==> config.mk <==
export PLATFORM = sky130hd
export DESIGN_NAME = ahb_lite_axi_lite_bridge_p
export DESIGN_NICKNAME = d
export VERILOG_FILES = /design/src/rtl/ahb_lite_axi_lite_bridge_p.sv
export SDC_FILE = /design/constraint.sdc
export NUM_CORES = 1
export LEC_CHECK = 0
export ABC_CLOCK_PERIOD_IN_PS = 2700
export CORE_MARGIN = 2
export CORE_UTILIZATION = 25
export CTS_BUF_LIST = sky130_fd_sc_hd__clkbuf_4
export DETAILED_ROUTE_END_ITERATION = 8
export GPL_TIMING_DRIVEN = 0
export SYNTH_ARGS = -nofsm -noshare
export SYNTH_HDL_FRONTEND = slang
export SYNTH_SLANG_ARGS = --single-unit
export TNS_END_PERCENT = 5
==> constraint.sdc <==
create_clock -name clk -period 2.7 [get_ports clk]
set_input_delay 0.675 -clock clk [delete_from_list [all_inputs] [get_ports clk]]
set_output_delay 0.675 -clock clk [all_outputs]
set_load 0.03 [all_outputs]
==> src/rtl/ahb_lite_axi_lite_bridge_p.sv <==
// rtl/ahb_lite_axi_lite_bridge_p.sv - AHB-Lite slave to AXI4-Lite master bridge, one transfer in flight
//
// Purpose: accepts AHB-Lite transfers and replays each one as a single AXI4-Lite
// read or write, stalling the AHB data phase until the AXI response returns.
// AXI error responses, misaligned transfers and oversize transfers all come back
// as the AHB two-cycle ERROR response.
//
// Ports:
//   clk, reset                  clock, synchronous active-high reset
//   hsel..hready                AHB-Lite slave inputs (address phase + hwdata)
//   hreadyout, hresp, hrdata    AHB-Lite slave outputs
//   aw*/w*/b*                   AXI4-Lite write address, write data, write response
//   ar*/r*                      AXI4-Lite read address, read data
module ahb_lite_axi_lite_bridge_p #(
  parameter int ADDR_W      = 32,
  parameter int DATA_W      = 32,
  parameter int CHECK_ALIGN = 1
) (
  input  logic                clk,
  input  logic                reset,
  input  logic                hsel,
  input  logic [ADDR_W-1:0]   haddr,
  input  logic [1:0]          htrans,
  input  logic                hwrite,
  input  logic [2:0]          hsize,
  input  logic [3:0]          hprot,
  input  logic [DATA_W-1:0]   hwdata,
  input  logic                hready,
  output logic                hreadyout,
  output logic                hresp,
  output logic [DATA_W-1:0]   hrdata,
  output logic [ADDR_W-1:0]   awaddr,
  output logic [2:0]          awprot,
  output logic                awvalid,
  input  logic                awready,
  output logic [DATA_W-1:0]   wdata,
  output logic [DATA_W/8-1:0] wstrb,
  output logic                wvalid,
  input  logic                wready,
  input  logic [1:0]          bresp,
  input  logic                bvalid,
  output logic                bready,
  output logic [ADDR_W-1:0]   araddr,
  output logic [2:0]          arprot,
  output logic                arvalid,
  input  logic                arready,
  input  logic [DATA_W-1:0]   rdata,
  input  logic [1:0]          rresp,
  input  logic                rvalid,
  output logic                rready
);

  localparam int STRB_W    = DATA_W / 8;
  localparam int LANE_BITS = $clog2(STRB_W);

  typedef enum logic [2:0] {
    IDLE, WDATA, W_REQ, W_RESP, R_REQ, R_RESP, ERR1, ERR2
  } state_t;

  state_t              state;
  logic [ADDR_W-1:0]   addr_q;
  logic [2:0]          prot_q;

  logic                accept;
  logic                xfer_err;
  logic [STRB_W-1:0]   strb_next;
  int                  nbytes;
  int                  lane;

  logic unused_inputs;
  assign unused_inputs = ^{hprot[3:2], htrans[0]};

  // Both address channels share one register; it only changes on acceptance,
  // so it is stable for as long as either valid is high.
  assign awaddr = addr_q;
  assign araddr = addr_q;
  assign awprot = prot_q;
  assign arprot = prot_q;

  always_comb begin
    accept   = hsel && htrans[1] && hready && (state == IDLE || state == ERR2);
    nbytes   = 1 << hsize;
    lane     = int'(haddr[LANE_BITS-1:0]);
    xfer_err = (CHECK_ALIGN != 0) &&
               ((nbytes > STRB_W) || ((haddr[6:0] & 7'(nbytes - 1)) != 7'd0));
    strb_next = '0;
    for (int i = 0; i < STRB_W; i++) begin
      strb_next[i] = (i >= lane) && (i < lane + nbytes);
    end
  end

  always_ff @(posedge clk) begin
    if (reset) begin
      state     <= IDLE;
      hreadyout <= 1'b1;
      hresp     <= 1'b0;
      hrdata    <= '0;
      addr_q    <= '0;
      prot_q    <= '0;
      wdata     <= '0;
      wstrb     <= '0;
      awvalid   <= 1'b0;
      wvalid    <= 1'b0;
      bready    <= 1'b0;
      arvalid   <= 1'b0;
      rready    <= 1'b0;
    end else begin
      case (state)
        IDLE, ERR2: begin
          if (accept) begin
            addr_q <= haddr;
            prot_q <= {~hprot[0], 1'b1, hprot[1]};
            wstrb  <= strb_next;
            hreadyout <= 1'b0;
            if (xfer_err) begin
              state <= ERR1;
              hresp <= 1'b1;
            end else if (hwrite) begin
              state <= WDATA;
              hresp <= 1'b0;
            end else begin
              state   <= R_REQ;
              hresp   <= 1'b0;
              arvalid <= 1'b1;
            end
          end else begin
            state     <= IDLE;
            hreadyout <= 1'b1;
            hresp     <= 1'b0;
          end
        end
        WDATA: begin
          // hwdata is only valid in the data phase, one cycle after acceptance.
          wdata   <= hwdata;
          awvalid <= 1'b1;
          wvalid  <= 1'b1;
          state   <= W_REQ;
        end
        W_REQ: begin
          if (awvalid && awready) awvalid <= 1'b0;
          if (wvalid && wready)   wvalid  <= 1'b0;
          // A channel is finished if it handshakes now or already has.
          if ((!awvalid || awready) && (!wvalid || wready)) begin
            bready <= 1'b1;
            state  <= W_RESP;
          end
        end
        W_RESP: begin
          if (bvalid) begin
            bready <= 1'b0;
            if (bresp == 2'b00) begin
              state     <= IDLE;
              hreadyout <= 1'b1;
            end else begin
              state <= ERR1;
              hresp <= 1'b1;
            end
          end
        end
        R_REQ: begin
          if (arready) begin
            arvalid <= 1'b0;
            rready  <= 1'b1;
            state   <= R_RESP;
          end
        end
        R_RESP: begin
          if (rvalid) begin
            hrdata <= rdata;
            rready <= 1'b0;
            if (rresp == 2'b00) begin
              state     <= IDLE;
              hreadyout <= 1'b1;
            end else begin
              state <= ERR1;
              hresp <= 1'b1;
            end
          end
        end
        ERR1: begin
          state     <= ERR2;
          hreadyout <= 1'b1;
          hresp     <= 1'b1;
        end
        default: begin
          state     <= IDLE;
          hreadyout <= 1'b1;
          hresp     <= 1'b0;
        end
      endcase
    end
  end

endmodule

==> impl_results.html, run 1 <==
<table>
<tr><th>Metric</th><th>Value</th></tr>
<tr><th colspan="2">CTS</th></tr>
<tr><td>CTS buffer count</td><td>17</td></tr>
<tr><td>Post-CTS resize count</td><td>0</td></tr>
<tr><td>Post-CTS repair timing setup buffer count</td><td>0</td></tr>
<tr><td>Clock-pin slew on the worst setup and hold paths</td><td>roughly 0.11 ns</td></tr>
<tr><td>Clock sinks</td><td>approximately 110</td></tr>
<tr><td>CTS root buffer</td><td>sky130_fd_sc_hd__clkbuf_4</td></tr>
<tr><td>Bufs on Longest Clock Path</td><td>2</td></tr>
<tr><td>TritonCTS clock tree</td><td>done</td></tr>
<tr><td>Number of hold-repair buffers added at the cts stage</td><td>0</td></tr>
<tr><td>Level count of the clock H-tree</td><td>4</td></tr>
<tr><td>Skew-Pair Late Insertion Delay</td><td>0.50 ns</td></tr>
<tr><th colspan="2">Floorplan</th></tr>
<tr><td>Num rows</td><td>49</td></tr>
<tr><td>Initial Util</td><td>25.49%</td></tr>
<tr><td>Die width</td><td>about 140 um</td></tr>
<tr><td>Die height</td><td>between 100 and 150 um</td></tr>
<tr><td>DIE AREA</td><td>approximately 19,000 um^2</td></tr>
<tr><td>I/O Pins</td><td>between 200 and 300</td></tr>
<tr><td>Core region area</td><td>~18,000 um^2</td></tr>
<tr><th colspan="2">Logic synthesis</th></tr>
<tr><td>Net count after synthesis</td><td>approximately 710</td></tr>
<tr><td>Share of async-settable or async-resettable flops after synthesis</td><td>0%</td></tr>
<tr><td>Synth Instances</td><td>590</td></tr>
<tr><td>Synthesis-stage register bit count</td><td>113</td></tr>
<tr><td>Mean cell area of the mapped netlist</td><td>between 7 and 8 um^2</td></tr>
<tr><td>Syn. warnings</td><td>0</td></tr>
<tr><td>Proportion of synthesized chip area in sequential cells</td><td>around 49%</td></tr>
<tr><td>Post-synth EDFFs</td><td>0</td></tr>
<tr><td>Post-synthesis instance area</td><td>between 4000 and 5000 um^2</td></tr>
<tr><td>Synth cell types</td><td>40</td></tr>
<tr><td>Flip-flop cell with the highest count after synthesis</td><td>sky130_fd_sc_hd__dfxtp_1</td></tr>
<tr><th colspan="2">Timing</th></tr>
<tr><td>Final Hold Viols</td><td>0</td></tr>
<tr><td>Slew margin rel.</td><td>between 50 and 60%</td></tr>
<tr><td>Worst hold slack</td><td>roughly 0.46 ns</td></tr>
<tr><td>Post-layout minimum cycle time</td><td>approximately 2.4 ns</td></tr>
<tr><td>RSZ-0062 raised after global routing</td><td>false</td></tr>
<tr><td>Worst-case setup margin in the final layout</td><td>roughly 0.33 ns</td></tr>
<tr><td>Max frequency</td><td>between 400 and 500 MHz</td></tr>
<tr><td>Final Max Slew Viols</td><td>0</td></tr>
<tr><td>Final setup viols</td><td>0</td></tr>
<tr><td>Post-route setup TNS</td><td>0 ns</td></tr>
<tr><td>Fraction of the cycle the final worst path needs</td><td>slightly below 90%</td></tr>
<tr><td>Worst Clk Skew</td><td>roughly 0.014 ns</td></tr>
<tr><td>Slew of the pin with the lowest slew margin</td><td>0.6052 ns</td></tr>
<tr><th colspan="2">Global routing</th></tr>
<tr><td>Global-route wire length before repair</td><td>24.92 mm</td></tr>
<tr><td>Pin count of the biggest net entering global routing</td><td>17</td></tr>
<tr><td>Via count of the first global-routing pass</td><td>between 4,000 and 5,000</td></tr>
<tr><td>Initial antenna violation count</td><td>1</td></tr>
<tr><td>Total routing resource utilization after global routing</td><td>roughly 16%</td></tr>
<tr><td>Residual overflow from global routing</td><td>0</td></tr>
<tr><th colspan="2">Critical path</th></tr>
<tr><td>CP startpoint kind</td><td>flop</td></tr>
<tr><td>Kind of end point of the critical path</td><td>output pin</td></tr>
<tr><td>Reg-to-reg critical path startpoint</td><td>state[0]</td></tr>
<tr><td>Type of the setup path with the least slack</td><td>reg -&gt; out</td></tr>
<tr><td>R2R Setup Slk</td><td>0.86 ns</td></tr>
<tr><td>Worst r2r dst</td><td>state[2]</td></tr>
<tr><td>Required time of the worst setup path</td><td>around 2 ns</td></tr>
<tr><td>Largest driver fanout on the critical path</td><td>3</td></tr>
<tr><td>Number of cells on the worst reg-to-reg path</td><td>4</td></tr>
<tr><td>Arrival time of data at the critical path endpoint</td><td>between 1.5 and 2 ns</td></tr>
<tr><th colspan="2">Cells and area</th></tr>
<tr><td>Fin nets</td><td>roughly 990</td></tr>
<tr><td>Final Core Density</td><td>a little over two fifths</td></tr>
<tr><td>Filler instances</td><td>approximately 1,900</td></tr>
<tr><td>Ratio of cells with drive above 1 in the final layout</td><td>between 10% and 20%</td></tr>
<tr><td>Area growth, synth to finish</td><td>68.68%</td></tr>
<tr><th colspan="2">Min path</th></tr>
<tr><td>Cell depth of the worst hold path</td><td>2</td></tr>
<tr><td>Worst min-delay path category</td><td>reg -&gt; reg</td></tr>
<tr><td>Hold Crit Endpoint</td><td>hrdata[20]</td></tr>
<tr><td>Startpoint of the tightest hold check path</td><td>hrdata[20]</td></tr>
<tr><th colspan="2">Power and ir drop</th></tr>
<tr><td>Part of the total power dissipated in combinational logic</td><td>a little under two fifths</td></tr>
<tr><td>Sw Ratio</td><td>a little under two fifths</td></tr>
<tr><td>Net switching power figure</td><td>1.952 mW</td></tr>
<tr><td>Power share of the sequential group</td><td>37.8%</td></tr>
<tr><td>Portion of total power attributed to the clock network</td><td>between 20% and 30%</td></tr>
<tr><td>Tot Pwr</td><td>between 5 and 6 mW</td></tr>
<tr><td>Cell leakage power</td><td>between 2 and 3 nW</td></tr>
<tr><td>Int Pwr</td><td>3.365 mW</td></tr>
<tr><td>Worst-case vdd ir drop</td><td>between 0.3 and 0.4 mV</td></tr>
<tr><td>Power density relative to cell area</td><td>a little under 700 nW/um^2</td></tr>
<tr><th colspan="2">Routing</th></tr>
<tr><td>Via Count</td><td>slightly below 5,000</td></tr>
<tr><td>1st-pass router iterations</td><td>6</td></tr>
<tr><td>Routed wire length per instance</td><td>~15 um</td></tr>
<tr><td>Residual DRC</td><td>0</td></tr>
<tr><td>Antenna violation net count after detailed routing</td><td>0</td></tr>
<tr><td>Post-DR vias/cell</td><td>roughly 4.4</td></tr>
<tr><td>Final WL</td><td>about 16 mm</td></tr>
<tr><td>DRC violation total after the first TritonRoute iteration</td><td>151</td></tr>
<tr><th colspan="2">Outcome</th></tr>
<tr><td>Run status</td><td>finished clean</td></tr>
<tr><th colspan="2">Job</th></tr>
<tr><td>Number of max-cap violations</td><td>0</td></tr>
<tr><th colspan="2">Placement</th></tr>
<tr><td>Placer congestion estimate</td><td>a little under 0.8</td></tr>
<tr><td>Detailed placement HPWL</td><td>around 12 mm</td></tr>
<tr><td>Count of input and output buffers</td><td>approximately 260</td></tr>
<tr><td>Worst slack at placement</td><td>0.003364 ns</td></tr>
</table>
-- how the worst max path moves through the flow --
stage / slack (ns) / start / endpoint / cells after the start
after global routing: 0.19 / araddr[19] / awaddr[19] / 2
after global placement: -0.01 / hsize[0] / wstrb[1] / 8
after CTS: 0.24 / araddr[19] / awaddr[19] / 2
after floorplan: 0.69 / hsize[2] / wstrb[1] / 7
after detailed placement: 0.003 / hsize[0] / wstrb[1] / 8
final: 0.33 / araddr[19] / awaddr[19] / 2
-- area by class of cell --
cell class                      instances  area [um^2]  share of cell area [%]
Inverter                                5        18.77                  0.2422
Sequential cell                       113         2262                   29.19
Multi-Input combinational cell        398         1863                   24.04
Buffer                                 74        450.4                   5.812
Clock inverter                         13        146.4                   1.889
Clock buffer                           17        127.6                   1.647
Timing Repair Buffer                  259         2592                   33.45
Antenna cell                            1        2.502                 0.03229
Tap cell                              229        286.5                   3.697
-- worst max-delay path: stages (launching register included) --
cell                              delay [ns]
sky130_fd_sc_hd__dfxtp_1                0.42
sky130_fd_sc_hd__buf_4                  0.13
sky130_fd_sc_hd__clkdlybuf4s50_1        0.65
-- sequential cells by signal, indices dropped and copies added, names as in the netlist --
| signal | count |
|---|---|
| araddr | 32 |
| arprot | 3 |
| arvalid | 1 |
| awvalid | 1 |
| bready | 1 |
| hrdata | 32 |
| hreadyout | 1 |
| hresp | 1 |
| rready | 1 |
| state | 3 |
| wdata | 32 |
| wstrb | 4 |
| wvalid | 1 |
-- cell families after synthesis --
| family | share of synthesized area (%) |
|---|---|
| AO/OA/AOI/OAI | 16.69 |
| adder cells (fa/ha/maj) | 1.253 |
| buffers and inverters | 10.21 |
| flip-flops | 49.24 |
| AND/OR/NAND/NOR | 22.60 |
-- Yosys cell counts, types with 2 or more instances --
cell | count | area share [%]
sky130_fd_sc_hd__clkbuf_1 | 17 | 1.4
sky130_fd_sc_hd__nor2_1 | 19 | 1.6
sky130_fd_sc_hd__a22oi_1 | 2 | 0.33
sky130_fd_sc_hd__and3_1 | 2 | 0.27
sky130_fd_sc_hd__dfxtp_1 | 113 | 49
sky130_fd_sc_hd__nand2b_1 | 3 | 0.41
sky130_fd_sc_hd__inv_1 | 5 | 0.41
sky130_fd_sc_hd__a21oi_1 | 111 | 12
sky130_fd_sc_hd__or3_1 | 2 | 0.27
sky130_fd_sc_hd__ha_1 | 3 | 0.82
sky130_fd_sc_hd__buf_1 | 2 | 0.16
sky130_fd_sc_hd__a221oi_2 | 2 | 0.65
sky130_fd_sc_hd__o21ai_0 | 6 | 0.65
sky130_fd_sc_hd__nor3_1 | 9 | 0.98
sky130_fd_sc_hd__nor2b_1 | 2 | 0.27
sky130_fd_sc_hd__o22ai_1 | 3 | 0.41
sky130_fd_sc_hd__buf_2 | 15 | 1.6
sky130_fd_sc_hd__nand2_1 | 209 | 17
sky130_fd_sc_hd__buf_4 | 39 | 6.4
sky130_fd_sc_hd__a21o_1 | 2 | 0.33
sky130_fd_sc_hd__a211oi_1 | 5 | 0.82
-- through the flow --
stage,instance area (um^2),cells
3_3_place_gp,7473,1078
2_1_floorplan,4594,590
6_report,7750,1109
3_5_place_dp,7473,1078
4_1_cts,7747,1108
5_1_grt,7750,1109
-- power by group through the flow --
stage | sequential [mW] | combinational (mW) | clock (mW)
3_3_place_gp | 2.04 | 2.04 | 0
5_1_grt | 2.04 | 2.20 | 1.40
4_1_cts | 2.01 | 2.06 | 1.34
2_1_floorplan | 2.40 | 0.837 | 0
3_5_place_dp | 2.05 | 2.05 | 0
6_report | 2.01 | 2.04 | 1.27
-- placed cells by master (no fill, tap or decap), types with 2 or more instances in the layout --
| cell type | n |
|---|---|
| sky130_fd_sc_hd__bufinv_16 | 3 |
| sky130_fd_sc_hd__buf_1 | 2 |
| sky130_fd_sc_hd__buf_2 | 15 |
| sky130_fd_sc_hd__nor2b_1 | 2 |
| sky130_fd_sc_hd__dfxtp_1 | 113 |
| sky130_fd_sc_hd__o22ai_1 | 3 |
| sky130_fd_sc_hd__clkbuf_1 | 17 |
| sky130_fd_sc_hd__clkinv_1 | 3 |
| sky130_fd_sc_hd__inv_1 | 5 |
| sky130_fd_sc_hd__a22oi_1 | 2 |
| sky130_fd_sc_hd__clkinv_2 | 4 |
| sky130_fd_sc_hd__nand2b_1 | 3 |
| sky130_fd_sc_hd__a21o_1 | 2 |
| sky130_fd_sc_hd__clkinv_4 | 2 |
| sky130_fd_sc_hd__a221oi_2 | 2 |
| sky130_fd_sc_hd__or3_1 | 2 |
| sky130_fd_sc_hd__ha_1 | 3 |
| sky130_fd_sc_hd__clkdlybuf4s50_1 | 259 |
| sky130_fd_sc_hd__and3_1 | 2 |
| sky130_fd_sc_hd__a21oi_1 | 111 |
| sky130_fd_sc_hd__o21ai_0 | 6 |
| sky130_fd_sc_hd__nand2_1 | 209 |
| sky130_fd_sc_hd__nor2_1 | 19 |
| sky130_fd_sc_hd__buf_4 | 39 |
| sky130_fd_sc_hd__a211oi_1 | 5 |
| sky130_fd_sc_hd__nor3_1 | 9 |
| sky130_fd_sc_hd__clkbuf_4 | 17 |
-- layer usage --
metal / wire, um / track usage, % / up-vias / part of all wire, %
li1: - / - / 2458 / -
met4: 171 / 3.789 / 0 / 1.1
met1: 7078 / 19.96 / 2193 / 44
met2: 7700 / 27.22 / 185 / 48
met3: 1246 / 6.160 / 11 / 7.7
met5: 0 / 0 / - / 0
Note: power is estimated with default switching activity, not from simulation.
==> inputs of run 2 (changes only) <==
--- a/config.mk
+++ b/config.mk
@@ -11,6 +11,7 @@
 export CTS_BUF_LIST = sky130_fd_sc_hd__clkbuf_4
 export DETAILED_ROUTE_END_ITERATION = 8
 export GPL_TIMING_DRIVEN = 0
+export PLACE_DENSITY = 0.57
 export SYNTH_ARGS = -nofsm -noshare
 export SYNTH_HDL_FRONTEND = slang
 export SYNTH_SLANG_ARGS = --single-unit
==> run 2 against run 1 <==
  * Via count decreased by 1.7%
  * Combinational power about the same
  * Clock skew decreased by 0.0026 ns
  * Hold slack got worse by 0.0019 ns
  * Largest power group unchanged
  * Highest routed layer unchanged
  * Global-route usage decreased by 0.50 points
  * Routed wire length decreased by 3.5%
  * Critical endpoint is now awaddr[31]
  * Sequential share of layout area about the same
==> impl_results.html, run 2 (same netlist as run 1, synthesis figures left out) <==
<table>
<tr><th>Metric</th><th>Value</th></tr>
<tr><th colspan="2">Cells and area</th></tr>
<tr><td>Highest-count cells in the layout ignoring fill and taps</td><td>sky130_fd_sc_hd__clkdlybuf4s50_1, sky130_fd_sc_hd__nand2_1, sky130_fd_sc_hd__dfxtp_1, sky130_fd_sc_hd__a21oi_1, sky130_fd_sc_hd__buf_4</td></tr>
<tr><td>Area growth, synth to finish</td><td>68.90%</td></tr>
<tr><td>Fin cells</td><td>1,110</td></tr>
<tr><td>Ratio of cells with drive above 1 in the final layout</td><td>around a tenth</td></tr>
<tr><td>Filler instances</td><td>1,886</td></tr>
<tr><td>Leading cell type in the layout, fill and taps excluded</td><td>sky130_fd_sc_hd__clkdlybuf4s50_1</td></tr>
<tr><td>Multi-input logic area</td><td>1863 um^2</td></tr>
<tr><td>Diodes inserted</td><td>0</td></tr>
<tr><td>Sequential cell area</td><td>2262 um^2</td></tr>
<tr><td>Fin nets</td><td>991</td></tr>
<tr><td>Final Core Density</td><td>a little over two fifths</td></tr>
<tr><th colspan="2">Min path</th></tr>
<tr><td>Hold Crit Endpoint</td><td>hrdata[1]</td></tr>
<tr><td>Startpoint of the tightest hold check path</td><td>hrdata[1]</td></tr>
<tr><td>Worst min-delay path category</td><td>reg -&gt; reg</td></tr>
<tr><td>Cell depth of the worst hold path</td><td>2</td></tr>
<tr><th colspan="2">Global routing</th></tr>
<tr><td>Total routing resource utilization after global routing</td><td>15.78%</td></tr>
<tr><td>Initial antenna violation count</td><td>0</td></tr>
<tr><td>Pin count of the biggest net entering global routing</td><td>17</td></tr>
<tr><td>Global-route wire length before repair</td><td>24.16 mm</td></tr>
<tr><td>Residual overflow from global routing</td><td>0</td></tr>
<tr><td>Via count of the first global-routing pass</td><td>4,334</td></tr>
<tr><th colspan="2">Routing</th></tr>
<tr><td>Residual DRC</td><td>0</td></tr>
<tr><td>Routed wire length per instance</td><td>14.08 um</td></tr>
<tr><td>Final WL</td><td>~16 mm</td></tr>
<tr><td>Via Count</td><td>between 4,000 and 5,000</td></tr>
<tr><td>DRC violation total after the first TritonRoute iteration</td><td>approximately 190</td></tr>
<tr><td>1st-pass router iterations</td><td>4</td></tr>
<tr><td>Post-DR vias/cell</td><td>4.293</td></tr>
<tr><td>Antenna violation net count after detailed routing</td><td>0</td></tr>
<tr><th colspan="2">Floorplan</th></tr>
<tr><td>I/O Pins</td><td>264</td></tr>
<tr><td>Die width</td><td>139.6 um</td></tr>
<tr><td>DIE AREA</td><td>about 19,000 um^2</td></tr>
<tr><td>Num rows</td><td>49</td></tr>
<tr><td>Die height</td><td>139.6 um</td></tr>
<tr><td>Initial Util</td><td>between 20 and 30%</td></tr>
<tr><td>Core region area</td><td>18,020 um^2</td></tr>
<tr><th colspan="2">Timing</th></tr>
<tr><td>Fraction of the cycle the final worst path needs</td><td>88.76%</td></tr>
<tr><td>Final Hold Viols</td><td>0</td></tr>
<tr><td>RSZ-0062 raised after global routing</td><td>false</td></tr>
<tr><td>Max frequency</td><td>417.3 MHz</td></tr>
<tr><td>Final setup viols</td><td>0</td></tr>
<tr><td>Worst Clk Skew</td><td>roughly 0.011 ns</td></tr>
<tr><td>Slew margin rel.</td><td>between 50% and 60%</td></tr>
<tr><td>Slew of the pin with the lowest slew margin</td><td>about 0.65 ns</td></tr>
<tr><td>Final Max Slew Viols</td><td>0</td></tr>
<tr><td>Post-layout minimum cycle time</td><td>roughly 2.4 ns</td></tr>
<tr><th colspan="2">Placement</th></tr>
<tr><td>Count of input and output buffers</td><td>259</td></tr>
<tr><td>Cell count after placement</td><td>roughly 1,100</td></tr>
<tr><td>Detailed placement HPWL</td><td>about 12 mm</td></tr>
<tr><td>Placer congestion estimate</td><td>roughly 0.76</td></tr>
<tr><th colspan="2">Critical path</th></tr>
<tr><td>R2R Setup Slk</td><td>about 0.90 ns</td></tr>
<tr><td>Max stage delay cell, worst path</td><td>sky130_fd_sc_hd__clkdlybuf4s50_1</td></tr>
<tr><td>Cell family with the largest share of critical-path delay</td><td>buffers and inverters</td></tr>
<tr><td>Arrival time of data at the critical path endpoint</td><td>roughly 1.7 ns</td></tr>
<tr><td>Required time of the worst setup path</td><td>approximately 2 ns</td></tr>
<tr><td>Number of cells on the worst reg-to-reg path</td><td>4</td></tr>
<tr><td>Reg-to-reg critical path startpoint</td><td>state[0]</td></tr>
<tr><td>Largest driver fanout on the critical path</td><td>3</td></tr>
<tr><td>Sum of buffers and inverters on the critical path</td><td>2</td></tr>
<tr><td>Worst r2r dst</td><td>state[2]</td></tr>
<tr><td>CP startpoint kind</td><td>flop</td></tr>
<tr><td>Highest cell delay on the worst timing path</td><td>~0.66 ns</td></tr>
<tr><td>Type of the setup path with the least slack</td><td>reg -&gt; out</td></tr>
<tr><td>Kind of end point of the critical path</td><td>output pin</td></tr>
<tr><td>Chain of cells forming the critical path</td><td>buf_4 -&gt; clkdlybuf4s50_1</td></tr>
<tr><th colspan="2">CTS</th></tr>
<tr><td>Bufs on Longest Clock Path</td><td>2</td></tr>
<tr><td>TritonCTS clock tree</td><td>done</td></tr>
<tr><td>Clock sinks</td><td>around 110</td></tr>
<tr><td>CTS root buffer</td><td>sky130_fd_sc_hd__clkbuf_4</td></tr>
<tr><td>Number of hold-repair buffers added at the cts stage</td><td>0</td></tr>
<tr><td>Level count of the clock H-tree</td><td>4</td></tr>
<tr><td>Post-CTS repair timing setup buffer count</td><td>0</td></tr>
<tr><td>Skew-Pair Late Insertion Delay</td><td>between 0.5 and 0.6 ns</td></tr>
<tr><td>Clock-pin slew on the worst setup and hold paths</td><td>0.09 ns</td></tr>
<tr><td>Post-CTS resize count</td><td>0</td></tr>
<tr><td>CTS buffer count</td><td>17</td></tr>
<tr><th colspan="2">Power and ir drop</th></tr>
<tr><td>Power density relative to cell area</td><td>688.3 nW/um^2</td></tr>
<tr><td>Part of the total power dissipated in combinational logic</td><td>approximately 38%</td></tr>
<tr><td>Net switching power figure</td><td>between 1.5 and 2 mW</td></tr>
<tr><td>Power share of the sequential group</td><td>between 30 and 40%</td></tr>
<tr><td>Worst-case vdd ir drop</td><td>about 0.28 mV</td></tr>
<tr><td>Sw Ratio</td><td>between 30% and 40%</td></tr>
<tr><td>Cell leakage power</td><td>2.779 nW</td></tr>
<tr><td>Int Pwr</td><td>between 3 and 4 mW</td></tr>
<tr><td>Portion of total power attributed to the clock network</td><td>24.5%</td></tr>
<tr><th colspan="2">Outcome</th></tr>
<tr><td>Run status</td><td>finished clean</td></tr>
<tr><th colspan="2">Job</th></tr>
<tr><td>Number of max-cap violations</td><td>0</td></tr>
</table>
-- run 2: final cells by class --
cell class                      count  area share, %
Clock inverter                     13          1.854
Buffer                             74          5.805
Sequential cell                   113          29.15
Multi-Input combinational cell    398          24.01
Timing Repair Buffer              259          33.41
Tap cell                          229          3.692
Inverter                            5         0.2419
Clock buffer                       19          1.838
-- run 2: how the worst max path moves through the flow --
stage / from / to / slack, ns / cells after the start
after detailed placement: hsize[0] / wstrb[1] / -0.004 / 8
final: araddr[31] / awaddr[31] / 0.30 / 2
after global placement: hsize[0] / wstrb[1] / -0.02 / 8
after CTS: araddr[20] / awaddr[20] / 0.22 / 2
after global routing: araddr[31] / awaddr[31] / 0.18 / 2
after floorplan: hsize[2] / wstrb[1] / 0.69 / 7
-- run 2: worst min-delay path: cells and delay by family (launching register included) --
kind,cells,cell delay (ns)
AND/OR/NAND/NOR,1,0.05
AO/OA/AOI/OAI,1,0.05
flip-flops,1,0.32
-- run 2: metrics by stage --
step,setup WS [ns],power (mW),TNS [ns],cell area (um^2),hold WS [ns]
2_1_floorplan,0.6915,3.239,0,4594,0.5807
3_3_place_gp,-0.02404,4.083,-0.02404,7473,0.4419
3_5_place_dp,-0.003710,4.085,-0.003710,7473,0.4459
4_1_cts,0.2191,5.430,0,7760,0.4591
5_1_grt,0.1762,5.665,0,7760,0.4731
6_report,0.3036,5.341,0,7760,0.4573
-- run 2: power groups by stage --
stage          registers (mW)  clock network (mW)  logic, mW
2_1_floorplan            2.40                   0      0.837
3_3_place_gp             2.05                   0       2.04
3_5_place_dp             2.05                   0       2.03
4_1_cts                  2.02                1.37       2.04
5_1_grt                  2.04                1.45       2.17
6_report                 2.01                1.31       2.02
-- run 2: layer usage --
layer / up-vias / GRT usage (%) / part of all wire, %
met5: - / 0 / 0
met4: 0 / 4.105 / 0.39
met3: 4 / 6.056 / 8.1
met2: 182 / 25.67 / 48
met1: 2131 / 19.69 / 44
li1: 2448 / - / -
==> inputs of run 3 (changes only) <==
--- a/config.mk
+++ b/config.mk
@@ -10,8 +10,8 @@
 export CORE_UTILIZATION = 25
 export CTS_BUF_LIST = sky130_fd_sc_hd__clkbuf_4
 export DETAILED_ROUTE_END_ITERATION = 8
-export GPL_TIMING_DRIVEN = 0
-export PLACE_DENSITY = 0.57
+export DONT_BUFFER_PORTS = 1
+export PLACE_DENSITY = 0.38
 export SYNTH_ARGS = -nofsm -noshare
 export SYNTH_HDL_FRONTEND = slang
 export SYNTH_SLANG_ARGS = --single-unit
==> constraint.sdc (replaced) <==
create_clock -name clk -period 2.7 [get_ports clk]
set_input_delay 0.675 -clock clk [delete_from_list [all_inputs] [get_ports clk]]
set_output_delay 0.675 -clock clk [all_outputs]
set_load 0.005 [all_outputs]
==> run 3 against run 2 <==
  * Combinational power decreased by 62%
  * Die area unchanged
  * Maximum frequency increased by 27%
  * Global-route usage decreased by 3.2 points
  * Via count decreased by 23%
  * Clock power about the same
  * Final cell count decreased by 29%
==> impl_results.html, run 3 (same netlist as run 1, synthesis figures left out) <==
<table>
<tr><th>Metric</th><th>Value</th></tr>
<tr><th colspan="2">Outcome</th></tr>
<tr><td>Run status</td><td>finished clean</td></tr>
<tr><th colspan="2">Timing</th></tr>
<tr><td>Final Max Slew Viols</td><td>0</td></tr>
<tr><td>Slew of the pin with the lowest slew margin</td><td>~0.54 ns</td></tr>
<tr><td>Post-route setup TNS</td><td>0 ns</td></tr>
<tr><td>Worst-case setup margin in the final layout</td><td>0.8189 ns</td></tr>
<tr><td>Fraction of the cycle the final worst path needs</td><td>about 70%</td></tr>
<tr><td>Max frequency</td><td>~530 MHz</td></tr>
<tr><td>Worst hold slack</td><td>about 0.24 ns</td></tr>
<tr><td>Slew margin rel.</td><td>between 60% and 70%</td></tr>
<tr><td>Final Hold Viols</td><td>0</td></tr>
<tr><td>Post-layout minimum cycle time</td><td>1.881 ns</td></tr>
<tr><td>Worst Clk Skew</td><td>0.01038 ns</td></tr>
<tr><td>Final setup viols</td><td>0</td></tr>
<tr><td>RSZ-0062 raised after global routing</td><td>false</td></tr>
<tr><th colspan="2">Power and ir drop</th></tr>
<tr><td>Int Pwr</td><td>approximately 2.8 mW</td></tr>
<tr><td>Worst-case vdd ir drop</td><td>about 0.35 mV</td></tr>
<tr><td>Net switching power figure</td><td>around 1.4 mW</td></tr>
<tr><td>Part of the total power dissipated in combinational logic</td><td>a little under a fifth</td></tr>
<tr><td>Sw Ratio</td><td>32.89%</td></tr>
<tr><td>Power share of the sequential group</td><td>between 50% and 60%</td></tr>
<tr><td>Cell leakage power</td><td>around 1.6 nW</td></tr>
<tr><td>Power density relative to cell area</td><td>~870 nW/um^2</td></tr>
<tr><td>Portion of total power attributed to the clock network</td><td>between 30% and 40%</td></tr>
<tr><th colspan="2">Critical path</th></tr>
<tr><td>Kind of end point of the critical path</td><td>flop</td></tr>
<tr><td>Type of the setup path with the least slack</td><td>reg -&gt; reg</td></tr>
<tr><td>CP startpoint kind</td><td>flop</td></tr>
<tr><td>Required time of the worst setup path</td><td>about 3.1 ns</td></tr>
<tr><td>Arrival time of data at the critical path endpoint</td><td>2.30 ns</td></tr>
<tr><td>Number of cells on the worst reg-to-reg path</td><td>5</td></tr>
<tr><td>Largest driver fanout on the critical path</td><td>37</td></tr>
<tr><th colspan="2">Floorplan</th></tr>
<tr><td>I/O Pins</td><td>~260</td></tr>
<tr><td>DIE AREA</td><td>19,480 um^2</td></tr>
<tr><td>Core region area</td><td>around 18,000 um^2</td></tr>
<tr><td>Initial Util</td><td>between 20% and 30%</td></tr>
<tr><td>Die height</td><td>between 100 and 150 um</td></tr>
<tr><td>Num rows</td><td>just under 50</td></tr>
<tr><td>Die width</td><td>around 140 um</td></tr>
<tr><th colspan="2">Global routing</th></tr>
<tr><td>Pin count of the biggest net entering global routing</td><td>115</td></tr>
<tr><td>Initial antenna violation count</td><td>1</td></tr>
<tr><td>Residual overflow from global routing</td><td>0</td></tr>
<tr><td>Global-route wire length before repair</td><td>roughly 19 mm</td></tr>
<tr><td>Total routing resource utilization after global routing</td><td>12.58%</td></tr>
<tr><td>Via count of the first global-routing pass</td><td>3,579</td></tr>
<tr><th colspan="2">CTS</th></tr>
<tr><td>Post-CTS resize count</td><td>0</td></tr>
<tr><td>CTS root buffer</td><td>sky130_fd_sc_hd__clkbuf_4</td></tr>
<tr><td>Clock sinks</td><td>~110</td></tr>
<tr><td>Skew-Pair Late Insertion Delay</td><td>approximately 0.50 ns</td></tr>
<tr><td>CTS buffer count</td><td>17</td></tr>
<tr><td>Clock-pin slew on the worst setup and hold paths</td><td>around 0.11 ns</td></tr>
<tr><td>Level count of the clock H-tree</td><td>4</td></tr>
<tr><td>TritonCTS clock tree</td><td>done</td></tr>
<tr><td>Bufs on Longest Clock Path</td><td>2</td></tr>
<tr><td>Post-CTS repair timing setup buffer count</td><td>0</td></tr>
<tr><td>Number of hold-repair buffers added at the cts stage</td><td>0</td></tr>
<tr><th colspan="2">Min path</th></tr>
<tr><td>Cell depth of the worst hold path</td><td>1</td></tr>
<tr><td>Worst min-delay path category</td><td>in -&gt; reg</td></tr>
<tr><th colspan="2">Routing</th></tr>
<tr><td>Residual DRC</td><td>0</td></tr>
<tr><td>Routed wire length per instance</td><td>around 16 um</td></tr>
<tr><td>Post-DR vias/cell</td><td>between 4 and 5</td></tr>
<tr><td>Via Count</td><td>3,667</td></tr>
<tr><td>DRC violation total after the first TritonRoute iteration</td><td>about 190</td></tr>
<tr><td>1st-pass router iterations</td><td>4</td></tr>
<tr><td>Final WL</td><td>12.36 mm</td></tr>
<tr><td>Antenna violation net count after detailed routing</td><td>0</td></tr>
<tr><th colspan="2">Cells and area</th></tr>
<tr><td>Sequential cell area</td><td>~2300 um^2</td></tr>
<tr><td>Multi-input logic area</td><td>roughly 1900 um^2</td></tr>
<tr><td>Area growth, synth to finish</td><td>3.867%</td></tr>
<tr><td>Filler instances</td><td>slightly above 2,000</td></tr>
<tr><td>Ratio of cells with drive above 1 in the final layout</td><td>~8%</td></tr>
<tr><td>Fin nets</td><td>between 600 and 700</td></tr>
<tr><td>Highest-count cells in the layout ignoring fill and taps</td><td>sky130_fd_sc_hd__nand2_1, sky130_fd_sc_hd__dfxtp_1, sky130_fd_sc_hd__a21oi_1, sky130_fd_sc_hd__nor2_1, sky130_fd_sc_hd__clkbuf_4</td></tr>
<tr><td>Final cell area excluding filler cells</td><td>approximately 4800 um^2</td></tr>
<tr><td>Leading cell type in the layout, fill and taps excluded</td><td>sky130_fd_sc_hd__nand2_1</td></tr>
<tr><td>Final Core Density</td><td>about a quarter</td></tr>
<tr><th colspan="2">Placement</th></tr>
<tr><td>Count of input and output buffers</td><td>0</td></tr>
<tr><td>Placer congestion estimate</td><td>0.7266</td></tr>
<tr><td>Detailed placement HPWL</td><td>around 8.5 mm</td></tr>
<tr><td>Area after DPL</td><td>~4500 um^2</td></tr>
<tr><td>Worst slack at placement</td><td>between 0.4 and 0.5 ns</td></tr>
<tr><th colspan="2">Job</th></tr>
<tr><td>Number of max-cap violations</td><td>0</td></tr>
</table>
-- run 3: changes by cell type in the layout (fill, tap and decap cells not counted), sizes merged --
| cell | before | now |
|---|---|---|
| clkinvlp | 2 | 3 |
| inv | 5 | 6 |
| clkbuf | 36 | 17 |
| clkinv | 8 | 5 |
| buf | 57 | 7 |
| clkdlybuf4s50 | 259 | 0 |
| diode | 0 | 2 |
-- run 3: path summary, 6_finish.rpt --
check                  start         end  slack (ns)
hold reg to reg   hrdata[10]  hrdata[10]        0.48
setup / recovery    state[1]   arprot[2]        0.82
setup reg to reg    state[1]   arprot[2]        0.82
hold / removal         reset    wstrb[0]        0.24
-- run 3: critical path, stage by stage, from the launching register on --
cell and delay [ns]:
sky130_fd_sc_hd__dfxtp_1 0.45, sky130_fd_sc_hd__nor3_2 0.38, sky130_fd_sc_hd__o2111a_2 0.32, sky130_fd_sc_hd__buf_4 0.36, sky130_fd_sc_hd__nor2_1 0.07, sky130_fd_sc_hd__a211oi_1 0.21
-- run 3: power groups by stage --
stage / logic (mW) / clock network, mW / registers, mW
2_1_floorplan: 0.758 / 0 / 2.05
3_3_place_gp: 0.753 / 0 / 2.16
3_5_place_dp: 0.774 / 0 / 2.16
4_1_cts: 0.775 / 1.36 / 2.12
5_1_grt: 0.885 / 1.45 / 2.15
6_report: 0.761 / 1.28 / 2.11
-- run 3: area by class of cell --
cell class	instances	area share, %
antenna	2	0.1049
clock buffer	17	2.674
multi-input combinational	398	39.04
clock inverter	12	3.015
inverter	5	0.3933
timing repair buffer	7	1.363
sequential	113	47.40
tap	229	6.004
-- run 3: stage by stage --
stage,power (mW),cells
floorplan,2.804,590
global placement,2.911,752
detailed placement,2.932,752
CTS,4.252,781
global route,4.482,783
finish,4.158,783
-- run 3: per-layer routing --
layer | track usage (%) | share of wire [%] | vias to the layer above
li1 | - | - | 1796
met1 | 13.75 | 39 | 1672
met2 | 20.69 | 48 | 185
met3 | 6.504 | 11 | 14
met4 | 5.053 | 1.7 | 0
met5 | 0 | 0 | -
